## src/rtl/instr_encoder_loader.sv

```systemverilog
// Encodes abstract instruction descriptors into MIPS words and streams them into imem.
// Optional running XOR of written words: define INSTR_ENCODER_CHECKSUM_EN.
module instr_encoder_loader #(
    parameter int ADDR_W    = 8,
    parameter int MAX_WORDS = 64,
    localparam int CW       = $clog2(MAX_WORDS + 1)
) (
    input  logic              clk,
    input  logic              reset,
    input  logic              start,
    input  logic [ADDR_W-1:0] base_addr,
    input  logic              in_valid,
    output logic              in_ready,
    input  logic [3:0]        in_op,
    input  logic [4:0]        in_rs,
    input  logic [4:0]        in_rt,
    input  logic [4:0]        in_rd,
    input  logic [31:0]       in_imm,
    output logic              imem_we,
    output logic [ADDR_W-1:0] imem_addr,
    output logic [31:0]       imem_wdata,
    input  logic              imem_gnt,
    output logic              busy,
    output logic              done,
    output logic              err,
    output logic [3:0]        err_op,
    output logic [CW-1:0]     words_written
`ifdef INSTR_ENCODER_CHECKSUM_EN
    ,
    output logic [31:0]       checksum
`endif
);

    typedef enum logic [1:0] {IDLE, RUN, DONE} state_t;

    localparam logic [CW:0]   MAXW  = (CW+1)'(MAX_WORDS);
    localparam logic [CW-1:0] LASTW = CW'(MAX_WORDS - 1);

    state_t      state, state_nxt;
    logic        grant, accept, start_ok, last_grant;
    logic [CW:0] ww_pend;
    logic [31:0] enc_word;
    logic        enc_bad;

    assign grant      = imem_we & imem_gnt;
    assign last_grant = grant & (words_written == LASTW);
    assign start_ok   = start & (state != RUN);
    // Count the in-flight write too, so the session never overshoots MAX_WORDS.
    assign ww_pend    = {1'b0, words_written} + {{CW{1'b0}}, imem_we};
    assign in_ready   = (state == RUN) & (~imem_we | imem_gnt) & (ww_pend < MAXW);
    assign accept     = in_valid & in_ready;

    always_comb begin
        logic [5:0] funct;
        logic [5:0] opc;
        logic       imm_ok;
        logic       j_ok;
        enc_word = '0;
        enc_bad  = 1'b0;
        funct    = 6'b000000;
        opc      = 6'b000000;
        imm_ok   = (&in_imm[31:15]) | ~(|in_imm[31:15]);
        j_ok     = ~(|in_imm[31:26]);
        case (in_op)
            4'd0, 4'd1, 4'd2, 4'd3, 4'd4: begin
                case (in_op)
                    4'd0:    funct = 6'b100000;
                    4'd1:    funct = 6'b100010;
                    4'd2:    funct = 6'b100100;
                    4'd3:    funct = 6'b100101;
                    default: funct = 6'b101010;
                endcase
                enc_word = {6'b000000, in_rs, in_rt, in_rd, 5'b00000, funct};
            end
            4'd5: enc_word = {6'b000000, in_rs, 5'b00000, 5'b00000, 5'b00000, 6'b001000};
            4'd6, 4'd7, 4'd8, 4'd9: begin
                case (in_op)
                    4'd6:    opc = 6'b100011;
                    4'd7:    opc = 6'b101011;
                    4'd8:    opc = 6'b000100;
                    default: opc = 6'b001000;
                endcase
                enc_word = {opc, in_rs, in_rt, in_imm[15:0]};
                enc_bad  = ~imm_ok;
            end
            4'd10, 4'd11: begin
                opc      = (in_op == 4'd10) ? 6'b000010 : 6'b000011;
                enc_word = {opc, in_imm[25:0]};
                enc_bad  = ~j_ok;
            end
            default: enc_bad = 1'b1;
        endcase
    end

    always_ff @(posedge clk or negedge reset) begin
        if (!reset) state <= IDLE;
        else        state <= state_nxt;
    end

    always_comb begin
        state_nxt = state;
        case (state)
            IDLE:    if (start) state_nxt = RUN;
            RUN:     if (last_grant) state_nxt = DONE;
            DONE:    if (start) state_nxt = RUN;
            default: state_nxt = IDLE;
        endcase
    end

    always_comb begin
        busy = (state == RUN);
        done = (state == DONE);
    end

    always_ff @(posedge clk or negedge reset) begin
        if (!reset) begin
            imem_we       <= 1'b0;
            imem_addr     <= '0;
            imem_wdata    <= '0;
            err           <= 1'b0;
            err_op        <= '0;
            words_written <= '0;
`ifdef INSTR_ENCODER_CHECKSUM_EN
            checksum      <= '0;
`endif
        end else if (start_ok) begin
            imem_we       <= 1'b0;
            imem_addr     <= base_addr;
            err           <= 1'b0;
            err_op        <= '0;
            words_written <= '0;
`ifdef INSTR_ENCODER_CHECKSUM_EN
            checksum      <= '0;
`endif
        end else begin
            if (grant) begin
                imem_addr     <= imem_addr + ADDR_W'(1);
                words_written <= words_written + CW'(1);
`ifdef INSTR_ENCODER_CHECKSUM_EN
                checksum      <= checksum ^ imem_wdata;
`endif
            end
            // A rejected descriptor completes its handshake but leaves no write behind.
            if (accept) begin
                if (enc_bad) begin
                    imem_we <= 1'b0;
                    if (!err) begin
                        err    <= 1'b1;
                        err_op <= in_op;
                    end
                end else begin
                    imem_we    <= 1'b1;
                    imem_wdata <= enc_word;
                end
            end else if (grant) begin
                imem_we <= 1'b0;
            end
        end
    end

endmodule
```

## config.mk

```make
export PLATFORM = sky130hd
export DESIGN_NAME = instr_encoder_loader
export DESIGN_NICKNAME = d
export VERILOG_FILES = /design/src/rtl/instr_encoder_loader.sv
export SDC_FILE = /design/constraint.sdc
export NUM_CORES = 1
export LEC_CHECK = 0
export BUFFER_PORTS_ARGS = -buffer_cell sky130_fd_sc_hd__buf_4
export CORE_ASPECT_RATIO = 2
export CORE_UTILIZATION = 44
export CTS_CLUSTER_DIAMETER = 150
export DETAILED_ROUTE_END_ITERATION = 6
export PLACE_DENSITY = 0.79
export SLEW_MARGIN = 25
export SYNTH_ARGS = -nofsm -noshare
export SYNTH_HDL_FRONTEND = slang
export SYNTH_SLANG_ARGS = --single-unit
```

## constraint.sdc

```tcl
create_clock -name clk -period 1.85 [get_ports clk]
set_input_delay 0.0925 -clock clk [delete_from_list [all_inputs] [get_ports clk]]
set_output_delay 0.0925 -clock clk [all_outputs]
set_load 0.05 [all_outputs]
```

==> results.md <==
* Outcome: complete, but fails checks
* Failing checks: negative setup slack
* Pins over their slew limit at 0
* Mapped Area at 2980 µm²
* Htree depth at 2
* Setup WS post-layout at -22.42 ps
* CTS tree: built
* Flops & latches, synth at 54
* Largest family of logic cells by synthesized area: compound AO/OA/AOI/OAI gates
* DRT antenna net count at 0
* Max transition margin at 52.79%
* Mux contribution to synthesized area at 14.74%
* Die span in y at 118.4 µm
* Area delta synth->final at 48.91%
* Maximum clock frequency at 0.5341 GHz
* Setup violations, final at 16
* Syn_nets at 363
* Tightest Hold Check Type: input pin to flip-flop
* Nets@finish at just over 500
* Reg area at 1361 µm²
* Max Cap Viol at 0
* Global route overflow at 0
* Min Tclk post-route at 1872 ps
* Leak Pwr at 2.144 nW
* Power density over cell area at 1200 nW/µm²
* 1st-pass router iterations at 4
* RSZ-0062 raised after global routing: yes
* Main synth FF type: dfrtp_1
* Vias/cell at 5.527
* Endpoint class of the critical path: flip-flop
* Clk pin slew, worst setup/hold paths at 70 ps
* First-pass GRT wire length at 13800 µm
* Pwr Total at roughly 5.3 mW
* Residual DRC count at 0
* Multi-input gate area at ~1600 µm²
* Vias in the first global route at 2990
* Via count at 2918
* Compound-Gate Fraction of Synth Area at 15.95%
* Max Fanout on Critical Path at 11
* Crit path DAT at 2050 ps
* Row cnt at 42
* Post-Synth XOR/XNOR Area at 4.114%
* Wirelength per Cell at 16.71 µm
* Commonest non-fill, non-tap cell in the layout: buf_4
* Post-Syn Area per Cell at ~10 µm²
* Critical path startpoint category: flip-flop
* Drt total wl at 8823 µm
* Async SR Flop Fraction at 100.0%
* # fillers at between 500 and 600
* Top-area cell type share of the netlist area at a little under half
* PortBufs at 118
* Fin crit share at 101.2%
* Core Box Area at 6569 µm²
* Commonest non-fill, non-tap cells in the layout: buf_4, dfrtp_1, nand2_1
* Seq/Total Area, Yosys at 45.34%
* Final Hold Vio Count at 0
* Adder-Cell Fraction of Synth Area at 0.8396%
* # placed instances at 511
* Worst Tran Pin Value at around 700 ps
* DIE WIDTH at 60.20 µm
* Unique masters post-synth at 43
* Area leader, netlist: dfrtp_1
* Total GRT Usage at 25.55%
* Initial antenna violation count at 0
* Worst skew pair latency at just under 300 ps
* Inserted Clock Buffers at 5
* Critical path class: flip-flop to flip-flop
* CTS Root Cell: clkbuf_16
* Sink Count at 54
* Final std cells w/o fill at 528
* Peak supply drop at 0.6806 mV
* Ranking of synthesized cells by area: dfrtp_1, mux2_2, mux2i_1, nand2_1, a22o_1
* Cells after Synth at 297
* Clk buf depth at 2
* EDFF count, synth at 0
* I/O pin cnt at 120
* Ant diodes at 0
* CP required at 2030 ps
* Largest net degree at the start of global routing at 55
* Dpl hpwl at around 6600 µm
* Die area at 7126 µm²
* Clock skew at 2.549 ps
* Simple-gate share of the synthesized area at about 14%
* Initial Util at 45.37%
* Initial DRC Count at 114
* Yosys warns at 0
* Share of post-route cells with drive strength above 1 at 43.86%
* GPL Wtd Cong at 0.8221
[cells in the mapped netlist (3+ instances only)]
library cell,count
o2bb2ai_1,5
a211oi_1,3
nand4_1,9
xnor2_1,6
mux2i_1,18
mux2_2,19
inv_1,13
xor2_1,8
clkbuf_1,9
and3_1,4
nand3_1,5
mux2_1,4
nor3_1,3
nor2_1,23
nand2_1,34
a22oi_1,11
o21ai_0,10
a22o_1,13
buf_6,3
o22ai_1,7
dfrtp_1,54
a21oi_1,8
[cell families (layout without fill, tap and decap cells)]
kind of cell	Yosys count	after routing
adder cells (fa/ha/maj)	2	2
other	1	1
flip-flops	54	54
buffers and inverters	30	173
multiplexers	41	41
AND/OR/NAND/NOR	90	90
AO/OA/AOI/OAI	65	65
XOR/XNOR	14	14
[per-layer routing]
layer / global-route usage, % / vias to the layer above / wire, µm / share of wire (%)
li1: - / 1343 / - / -
met1: 26.46 / 1429 / 3039 / 34
met2: 46.15 / 117 / 5016 / 57
met3: 3.611 / 29 / 411 / 4.7
met4: 13.66 / 0 / 354 / 4.0
met5: 0 / - / 0 / 0
[worst max-delay path, cell delays in order (launching register included)]
cell and delay (ps):
dfrtp_1 390, buf_6 130, nor3b_4 250, o2111ai_4 160
a211oi_4 210, buf_6 150, buf_12 130, mux2_2 340
[what timing repair did]
action	4_1_cts	5_1_grt
cloned	1	1
endpoints found under the hold margin	54	0
gates resized for setup	4	16
hold buffers	1	0
pin swaps	3	3
endpoints found under the setup margin	38	35
setup buffers	3	4
[sequential cells by signal (all words and copies together), names as in the netlist]
register and flops:
state 2, imem_addr 8, imem_wdata 31, err_op 4, words_written 7, imem_we 1
err 1
[final cells by class]
type                    count  share of cell area (%)
clock buffers               7                   2.988
clock inverters             1                  0.6766
inverters                  14                   1.184
multi-input cells         213                   35.52
flip-flops and latches     54                   30.67
well taps                  88                   2.481
repair buffers            151                   26.47
[stage by stage]
step | area (µm²) | hold slack [ps] | TNS (ps) | util (%) | setup WS, ps
after floorplan | 3028 | -203.1 | -1133 | - | -61.95
after global placement | 4128 | 173.2 | -5583 | 62.84 | -199.6
after detailed placement | 4128 | 187.4 | -7661 | 62.84 | -288.4
after CTS | 4363 | 8.240 | -1591 | 66.42 | -74.51
after global routing | 4438 | 31.14 | -2763 | 67.56 | -113.0
final | 4438 | 16.61 | -169.4 | 67.56 | -22.42
[power by group]
group          total [mW]  internal [mW]  switching [mW]
clock network        1.05          0.640           0.412
logic                2.49          0.876            1.61
registers            1.78           1.50           0.285
[path summary, 6_finish.rpt]
path                                      from                to  slack, ps  cells after the start
max in group asynchronous                reset  words_written[6]        960                      2
worst max register to register        state[1]    imem_wdata[17]        -20                      7
min in group asynchronous                reset  words_written[3]        380                      2
worst min register to register  imem_wdata[29]    imem_wdata[29]        510                      1
worst min-delay path              base_addr[7]      imem_addr[7]         20                      3
worst max-delay path                  state[1]    imem_wdata[17]        -20                      7
Power figures use the tool's default switching activity.
